### config.mk
export PLATFORM = sky130hd
export DESIGN_NAME = camera_transmitter
export DESIGN_NICKNAME = d
export VERILOG_FILES = /design/src/rtl/camera_transmitter.sv
export SDC_FILE = /design/constraint.sdc
export NUM_CORES = 1
export LEC_CHECK = 0
export CELL_PAD_IN_SITES_DETAIL_PLACEMENT = 1
export CELL_PAD_IN_SITES_GLOBAL_PLACEMENT = 1
export CORE_ASPECT_RATIO = 1.75
export CORE_UTILIZATION = 34
export DETAILED_ROUTE_END_ITERATION = 8
export PLACE_DENSITY_LB_ADDON = 0.1
export RECOVER_POWER = 25
export REMOVE_ABC_BUFFERS = 1
export SYNTH_ARGS = -nofsm -noshare
export SYNTH_HDL_FRONTEND = slang
export SYNTH_SLANG_ARGS = --single-unit
### constraint.sdc
create_clock -name pclk -period 2.1 [get_ports pclk]
set_input_delay 0.42 -clock pclk [delete_from_list [all_inputs] [get_ports pclk]]
set_output_delay 0.42 -clock pclk [all_outputs]
set_load 0.02 [all_outputs]
### src/rtl/camera_transmitter.sv
// Sensor-side video transmitter: fixed vs/hs frame timing that pulls pixels from a
// valid-qualified source and reports starved pixels through a per-frame sticky flag.
//   state     | meaning
//   ST_IDLE   | no frame, waiting for enable
//   ST_VSYNC  | vs pulse, vs_width cycles
//   ST_VFRONT | blank between vs fall and first line
//   ST_LINE   | active pixels, one consumed per cycle
//   ST_HBLANK | blank between lines
//   ST_VBACK  | blank after the last line, then next frame or idle
module camera_transmitter #(
    parameter int frame_lines = 1540,
    parameter int frame_width = 2300,
    parameter int vs_width    = 16,
    parameter int v_front     = 32,
    parameter int h_blank     = 64,
    parameter int v_back      = 128
) (
    input  logic       pclk,
    input  logic       reset,
    input  logic       enable,
    input  logic [9:0] pixel_in,
    input  logic       pixel_in_valid,
    output logic       pixel_in_ready,
    output logic [9:0] pixel_data,
    output logic       vs,
    output logic       hs,
    output logic       frame_active,
    output logic       underrun
);

    if (frame_lines < 1 || frame_lines > 4095 || frame_width < 1 || frame_width > 4095 ||
        vs_width < 1 || v_front < 1 || h_blank < 1 || v_back < 1 ||
        vs_width > 65536 || v_front > 65536 || h_blank > 65536 || v_back > 65536) begin : g_param_check
        $error("camera_transmitter: timing parameter out of range");
    end

    typedef enum logic [2:0] {
        ST_IDLE,
        ST_VSYNC,
        ST_VFRONT,
        ST_LINE,
        ST_HBLANK,
        ST_VBACK
    } state_t;

    localparam logic [11:0] COL_LAST  = 12'(frame_width - 1);
    localparam logic [11:0] LINE_LAST = 12'(frame_lines - 1);
    localparam logic [15:0] VS_LOAD   = 16'(vs_width - 1);
    localparam logic [15:0] VF_LOAD   = 16'(v_front - 1);
    localparam logic [15:0] HB_LOAD   = 16'(h_blank - 1);
    localparam logic [15:0] VB_LOAD   = 16'(v_back - 1);

    state_t      state_q, state_d;
    logic [11:0] col_q;
    logic [11:0] line_q;
    logic [15:0] blank_q;
    logic [15:0] blank_load_d;
    logic        blank_done;
    logic        line_end;
    logic        vs_q, hs_q, frame_active_q, underrun_q, frame_err_q;
    logic [9:0]  pixel_data_q;

    assign blank_done     = (blank_q == 16'd0);
    assign line_end       = (col_q == COL_LAST);
    assign pixel_in_ready = (state_q == ST_LINE);

    always_comb begin
        state_d = state_q;
        unique case (state_q)
            ST_IDLE:   if (enable) state_d = ST_VSYNC;
            ST_VSYNC:  if (blank_done) state_d = ST_VFRONT;
            ST_VFRONT: if (blank_done) state_d = ST_LINE;
            ST_LINE:   if (line_end) state_d = (line_q == LINE_LAST) ? ST_VBACK : ST_HBLANK;
            ST_HBLANK: if (blank_done) state_d = ST_LINE;
            ST_VBACK:  if (blank_done) state_d = enable ? ST_VSYNC : ST_IDLE;
            default:   state_d = ST_IDLE;
        endcase
    end

    always_comb begin
        blank_load_d = 16'd0;
        case (state_d)
            ST_VSYNC:  blank_load_d = VS_LOAD;
            ST_VFRONT: blank_load_d = VF_LOAD;
            ST_HBLANK: blank_load_d = HB_LOAD;
            ST_VBACK:  blank_load_d = VB_LOAD;
            default:   blank_load_d = 16'd0;
        endcase
    end

    always_ff @(posedge pclk) begin
        if (reset) begin
            state_q        <= ST_IDLE;
            col_q          <= '0;
            line_q         <= '0;
            blank_q        <= '0;
            vs_q           <= 1'b0;
            hs_q           <= 1'b0;
            frame_active_q <= 1'b0;
            underrun_q     <= 1'b0;
            frame_err_q    <= 1'b0;
            pixel_data_q   <= '0;
        end else begin
            state_q <= state_d;

            if (state_d != state_q) begin
                blank_q <= blank_load_d;
            end else if (!blank_done) begin
                blank_q <= blank_q - 16'd1;
            end

            if (state_d == ST_VFRONT && state_q != ST_VFRONT) begin
                col_q  <= '0;
                line_q <= '0;
            end else if (state_q == ST_LINE) begin
                if (line_end) begin
                    col_q  <= '0;
                    line_q <= line_q + 12'd1;
                end else begin
                    col_q <= col_q + 12'd1;
                end
            end

            vs_q           <= (state_q == ST_VSYNC);
            hs_q           <= (state_q == ST_LINE);
            frame_active_q <= (state_q != ST_IDLE);
            pixel_data_q   <= (pixel_in_ready && pixel_in_valid) ? pixel_in : 10'h000;

            // At vs rise the flag carries over only if the frame just finished was starved.
            if (state_q == ST_VSYNC && !vs_q) begin
                underrun_q  <= frame_err_q;
                frame_err_q <= 1'b0;
            end else if (pixel_in_ready && !pixel_in_valid) begin
                underrun_q  <= 1'b1;
                frame_err_q <= 1'b1;
            end
        end
    end

    assign pixel_data   = pixel_data_q;
    assign vs           = vs_q;
    assign hs           = hs_q;
    assign frame_active = frame_active_q;
    assign underrun     = underrun_q;

endmodule

==> key figures, run 1 <==
Status
  • Outcome: finished clean

Power and ir drop
  • VDD IR max: 553 uV
  • Pwr per Cell Area: 1380 nW/um2
  • Leakage power: 1.48 nW
  • Pwr Total: 5.10 mW

GRT
  • GR Util met1: 17.8%
  • All-layer global routing usage: 19.2%
  • Largest net degree at the start of global routing: 15
  • GRT overflow: 0
  • Initial antenna violation count: 0
  • Most Crowded Layer GR: met2
  • Vias in the first global route: 2656
  • Met2 global-route usage: 37.4%
  • First-pass GRT wire length: 12.4 mm
  • Met3 Track Usage GR: 4.99%

Die
  • Placeable Area: 7570 um2
  • Die H: 119 um
  • Boundary Pins: 29
  • Die area: 8240 um2
  • Die W: 69.0 um
  • Initial Utilization: 35.3%
  • Core Rows: 42

CTS
  • Worst-Skew Late Latency: 330 ps
  • Root Driver: clkbuf_16
  • Clock Path Buffers: 2
  • CTS tree: done
  • CTS Sinks: 58
  • Max H-tree Level: 3
  • Clk slew on worst S/H paths: 50 ps
  • TritonCTS buffer count: 9

STA
  • RSZ-0062 raised after global routing: yes
  • Final count of negative-setup-slack endpoints: 0
  • Min Clock Period, post-route: 2030 ps
  • Final-report max-slew violation count: 0
  • Final Hold Viols: 0
  • Skew final: 9.53 ps
  • Crit share post-route: 96.9%
  • Max Freq: 0.492 GHz
  • Slew headroom: 58.8%
  • Slew @ Worst Pin: 616 ps

Placed design
  • GP Congestion: 0.794
  • Post-DP HPWL: 5.63 mm
  • Port Buf Inserts: 28
  • Placed cell areas: 3290 um2

Layout
  • Area Growth Syn to Fin: 37.8%
  • Final layout net count: 389
  • Diode count: 0
  • Final Instance Area: 3680 um2
  • Layout cell share with drive strength beyond 1: 20.2%

Setup path
  • Crit path max fanout: 4
  • Worst setup EP type: register
  • Worst EP required: 2330 ps
  • Worst setup SP type: register
  • CP Class: reg -> reg
  • Arr. time, crit path: 2260 ps

Yosys
  • Syn_area_per_cell: 8.74 um2
  • Ys Warns: 0
  • Yosys top cell area share: 43.4%
  • Distinct cell type count after synthesis: 44
  • Post-Syn Area: 2670 um2
  • Synth area leader: dfxtp_1
  • Gate Count Post-Synth: 306
  • Seq cells post-synth: 58
  • Sequential share of the synthesized area: 43.4%
  • Largest cells by area after synthesis: dfxtp_1 (43%), nor2_1 (6.3%), xor2_1 (5.2%)

Job
  • Maxcap violations: 0

Routing
  • Vias/cell: 5.24
  • DRT antenna net count: 0
  • First-pass detailed-route iteration total: 4
  • Routed WL: 7.48 mm
  • DR iter-0 viols: 59
  • Wire per inst: 16.1 um
  • # DRC: 0
  • Vias: 2432

Hold path
  • Hold Crit Class: reg -> reg
## report_power, final
part / switching (mW) / internal [mW]
Sequential: 0.207 / 1.28
Clock: 0.478 / 1.00
Combinational: 1.09 / 1.04
## layer usage
layer | up-vias | routed length [um]
li1 | 1205 | -
met1 | 1175 | 2730
met2 | 39 | 4350
met3 | 13 | 228
met4 | 0 | 168
met5 | - | 0
## synth_stat cells, drive strengths merged
cell     number
a211o         1
a21oi        21
and2          1
and3         14
and3b         1
and4          2
and4b         1
buf           5
clkbuf        6
dfxtp        58
ha            3
inv           6
nand2        27
nand3        10
nand3b        2
nand4         6
nand4b        3
nand4bb       2
nor2         46
nor2b         1
nor3         14
nor3b         2
nor4          9
nor4b         4
o211a         1
o211ai        2
o21ai        10
o21bai        1
o31ai         1
o41ai         2
or2           3
or3           8
or4           2
or4b          1
xnor2        14
xor2         16
## layout by cell type, fill, tap and decap left out, types with 5 or more instances in the layout
cell             instances
xnor2_1                 14
nand2_1                 27
buf_4                   37
inv_1                    6
dfxtp_1                 57
or3_1                    6
clkbuf_16                9
nor2_1                  44
clkdlybuf4s50_1         27
nand3_1                 10
o21ai_0                  7
and3_1                  14
nand4_1                  5
xor2_1                  16
nor3_1                  12
a21oi_1                 21
## worst max-delay path: stages, from the launching register on
cell and delay (ps):
dfxtp_1 310, or4b_4 590, nor3_2 220, nor2_1 70
nor4b_1 340, o211ai_1 160, buf_4 180, o41ai_1 50
## worst paths after layout
kind / endpoint / from / cells after the start / slack (ps)
min reg2reg: frame_err_q / frame_err_q / 2 / 500
max: blank_q[2] / col_q[8] / 7 / 70
min: frame_err_q / frame_err_q / 2 / 500
max reg2reg: blank_q[2] / col_q[8] / 7 / 70
## layout make-up
class	count	area [um2]
Fill cell	901	3880
Inverter	6	22.5
Tap cell	88	110
Clock buffer	13	270
Clock inverter	2	35.0
Sequential cell	58	1160
Timing Repair Buffer	66	577
Multi-Input combinational cell	231	1510
## registers in the layout, indices dropped and copies added (netlist names)
name,cells
underrun,1
frame_active,1
col_q,12
frame_err_q,1
blank_q,16
pixel_data,10
vs,1
line_q,12
state_q,3
hs,1
## logic make-up after synthesis
| family | share of synthesized area (%) |
|---|---|
| AND/OR/NAND/NOR | 34.3 |
| buffers and inverters | 2.62 |
| AO/OA/AOI/OAI | 8.47 |
| flip-flops | 43.4 |
| adder cells (fa/ha/maj) | 1.40 |
| XOR/XNOR | 9.83 |
## repair_timing
| item | 4_1_cts | 5_1_grt |
|---|---|---|
| buffers inserted | 1 | 2 |
| hold buffers | 0 | 0 |
| resized for setup | 3 | 14 |
| endpoints found under the setup margin | 8 | 28 |
| pin swaps | 1 | 4 |
## stage by stage
step	setup WS [ps]	hold slack [ps]	TNS (ps)	util, %	instances
floorplan	-279	462	-2790	-	295
global placement	-170	480	-646	43.5	446
detailed placement	-210	491	-910	43.5	446
CTS	0.417	498	0	47.8	462
global route	-65.8	543	-160	48.7	464
finish	66.1	496	0	48.7	464
No activity file was read; power rests on OpenSTA's default activity.
==> run 2, diff against run 1 <==
--- a/config.mk
+++ b/config.mk
@@ -5,6 +5,7 @@
 export SDC_FILE = /design/constraint.sdc
 export NUM_CORES = 1
 export LEC_CHECK = 0
+export ABC_AREA = 0
 export CELL_PAD_IN_SITES_DETAIL_PLACEMENT = 1
 export CELL_PAD_IN_SITES_GLOBAL_PLACEMENT = 1
 export CORE_ASPECT_RATIO = 1.75
==> results of run 2 <==
No change in the layout: final DEF, timing and power equal those of run 1.
==> run 3, diff against run 2 <==
--- a/config.mk
+++ b/config.mk
@@ -8,8 +8,8 @@
 export ABC_AREA = 0
 export CELL_PAD_IN_SITES_DETAIL_PLACEMENT = 1
 export CELL_PAD_IN_SITES_GLOBAL_PLACEMENT = 1
-export CORE_ASPECT_RATIO = 1.75
 export CORE_UTILIZATION = 34
+export CTS_CLUSTER_SIZE = 40
 export DETAILED_ROUTE_END_ITERATION = 8
 export PLACE_DENSITY_LB_ADDON = 0.1
 export RECOVER_POWER = 25
==> run 3 against run 2 <==
  * Non-clock buffer count fell by 10
  * First-iteration DRC count rose by 34%
  * Combinational power fell by 4%
  * Via count fell by 3.1%
  * Setup slack improved by 76 ps
  * Critical path type unchanged
==> key figures, run 3 (same netlist as run 1, synthesis figures left out) <==
Placed design
  • Port Buf Inserts: 28 (unchanged)
  • Placed cell count: 447 (+0.22%)
  • Post-DP HPWL: 4.86 mm (-14%)
  • Pre-CTS WS: -21.0 ps (+189 ps)
  • GP Congestion: 0.818 (+3.0%)
  • Placed cell areas: 3220 um2 (-2.2%)

GRT
  • Met2 global-route usage: 27.1% (-10 points)
  • Vias in the first global route: 2293 (-14%)
  • First-pass GRT wire length: 11.1 mm (-10%)
  • Most Crowded Layer GR: met2
  • Initial antenna violation count: 0 (unchanged)
  • GR Util met1: 21.6% (+3.8 points)
  • All-layer global routing usage: 16.8% (-2.4 points)
  • Largest net degree at the start of global routing: 15 (unchanged)
  • Met3 Track Usage GR: 4.12% (-0.87 points)
  • GRT overflow: 0 (unchanged)

Hold path
  • Hold Crit Class: reg -> reg
  • Endpoint, Worst Hold: frame_err_q
  • Hold_sp: frame_err_q
  • Worst Hold Path Cells: 2 (unchanged)

Routing
  • # DRC: 0 (unchanged)
  • Vias: 2357 (-3.1%)
  • DRT antenna net count: 0 (unchanged)
  • First-pass detailed-route iteration total: 4 (unchanged)
  • Vias/cell: 5.08 (-3.1%)
  • Wire per inst: 14.2 um (-12%)
  • Routed WL: 6.58 mm (-12%)
  • DR iter-0 viols: 79 (+34%)

Die
  • Initial Utilization: 36.1% (+0.76 points)
  • Die W: 90.7 um (+31%)
  • Boundary Pins: 29 (unchanged)
  • Die area: 8220 um2 (-0.17%)
  • Die H: 90.7 um (-24%)
  • Placeable Area: 7410 um2 (-2.1%)
  • Core Rows: 31 (-26%)

CTS
  • Worst-Skew Late Latency: 330 ps (about the same)
  • Clock Path Buffers: 2 (unchanged)
  • CTS tree: done
  • Clk slew on worst S/H paths: 60 ps (about the same)
  • CTS Sinks: 58 (unchanged)
  • TritonCTS buffer count: 9 (unchanged)
  • Max H-tree Level: 3 (unchanged)
  • Root Driver: clkbuf_8

STA
  • Skew final: 4.21 ps (-5.32 ps)
  • Final-report max-slew violation count: 0 (unchanged)
  • Crit share post-route: 93.2% (-3.6 points)
  • Final count of negative-setup-slack endpoints: 0 (unchanged)
  • TNS Setup: 0 ps (unchanged)
  • Slew headroom: 59.2% (+0.42 points)
  • PnR worst setup slack: 142 ps (+75.9 ps)
  • Max Freq: 0.511 GHz (+3.9%)
  • Final Hold Viols: 0 (unchanged)
  • Hold WS: 501 ps (+5.26 ps)
  • Min Clock Period, post-route: 1960 ps (-75.9 ps)
  • Slew @ Worst Pin: 608 ps (-8.77 ps)

Setup path
  • Crit path max fanout: 4 (unchanged)
  • Reg2reg setup slack: 140 ps (+80 ps)
  • Arr. time, crit path: 2190 ps (-70 ps)
  • CP max-delay cell: dfxtp_1
  • Worst setup SP type: register
  • CP Class: reg -> reg
  • Crit Reg-Reg Endpoint: blank_q[2]
  • R2R cell count: 11 (+4)
  • CP most frequent cell: buf_4
  • Worst path buffer plus inverter count: 5 (+4)
  • Critical path depth: 11 (+4)
  • Reg2reg start: blank_q[0]
  • CP delay by family, top: buffers and inverters
  • Worst setup EP type: register
  • Crit path cell chain: inv_1, ha_2, nor3b_2, buf_4, nand4_4, buf_6, o211ai_2, buf_4, o211ai_1, buf_4, o41ai_1
  • Critical Path Max Stage Delay: 320 ps (-270 ps)
  • Worst EP required: 2330 ps (about the same)

Layout
  • Largest regs: blank_q: 16 flops, col_q: 12 flops, line_q: 12 flops
  • Layout cell share with drive strength beyond 1: 17.3% (-3.0 points)
  • Final Instance Area: 3530 um2 (-4.2%)
  • Diode count: 0 (unchanged)
  • Largest Register: blank_q
  • Area Growth Syn to Fin: 32.0%
  • Commonest non-fill, non-tap cells in the layout: dfxtp_1 (58), nor2_1 (45), nand2_1 (27)
  • Most common cell after layout, fill and taps aside: dfxtp_1
  • Largest register FFs: 16 (unchanged)
  • Final layout net count: 379 (-2.6%)
  • Final cell count without fillers: 464 (unchanged)
  • Final Util: 47.6% (-1.1 points)

Power and ir drop
  • VDD IR max: 433 uV (-22%)
  • Leakage power: 1.42 nW (-4.2%)
  • Pwr per Cell Area: 1290 nW/um2 (-6.9%)
  • Pwr Total: 4.55 mW (-11%)

Status
  • Outcome: finished clean

Job
  • Maxcap violations: 0 (unchanged)
[run 3: changes by cell type in the layout (fill, tap and decap cells not counted), moves of 2 or more]
cell             change
dlygate4sd3_1        +7
buf_6                +2
clkbuf_8             +8
buf_4               -13
nor4_4               +2
clkbuf_16            -9
nor3_1               +2
or3_1                +2
clkdlybuf4s50_1      -7
or3_4                -2
[run 3: how the worst max path moves through the flow]
stage | from | to | slack (ps)
2_1_floorplan | blank_q[0] | col_q[10] | -280
3_3_place_gp | enable | blank_q[1] | 70
5_1_grt | blank_q[0] | blank_q[11] | -0.8
6_report | blank_q[0] | blank_q[2] | 140
3_5_place_dp | blank_q[0] | blank_q[2] | -20
4_1_cts | state_q[1] | pixel_in_ready | 0.3
[run 3: power breakdown]
part           total (mW)  internal (mW)  switching (mW)  leakage [nW]
sequential           1.49           1.28           0.215         0.470
combinational        2.04          0.973            1.06         0.850
clock                1.02          0.595           0.424         0.101
[run 3: worst min-delay path, cell delays in order (launching register included)]
cell and delay, ps:
dfxtp_1 310, nor2_1 100, nor3_1 50
[run 3: final cells by class]
cell class / instances / area (um2)
Tap cell: 99 / 124
Clock inverter: 3 / 40.0
Sequential cell: 58 / 1160
Inverter: 6 / 22.5
Timing Repair Buffer: 56 / 493
Multi-Input combinational cell: 231 / 1540
Fill cell: 872 / 3880
Clock buffer: 11 / 151
[run 3: repair_timing]
item                                    in CTS  in global routing
buffers inserted                             1                  2
hold endpoints to repair                     0                  0
hold buffers                                 0                  0
endpoints found under the setup margin       3                 27
pin swaps                                    1                  1
resized for setup                            1                 17
[run 3: metal layers]
layer	up-vias	wire [um]
met5	-	0
met4	0	99
met3	8	165
met2	22	3080
met1	1142	3230
li1	1185	-
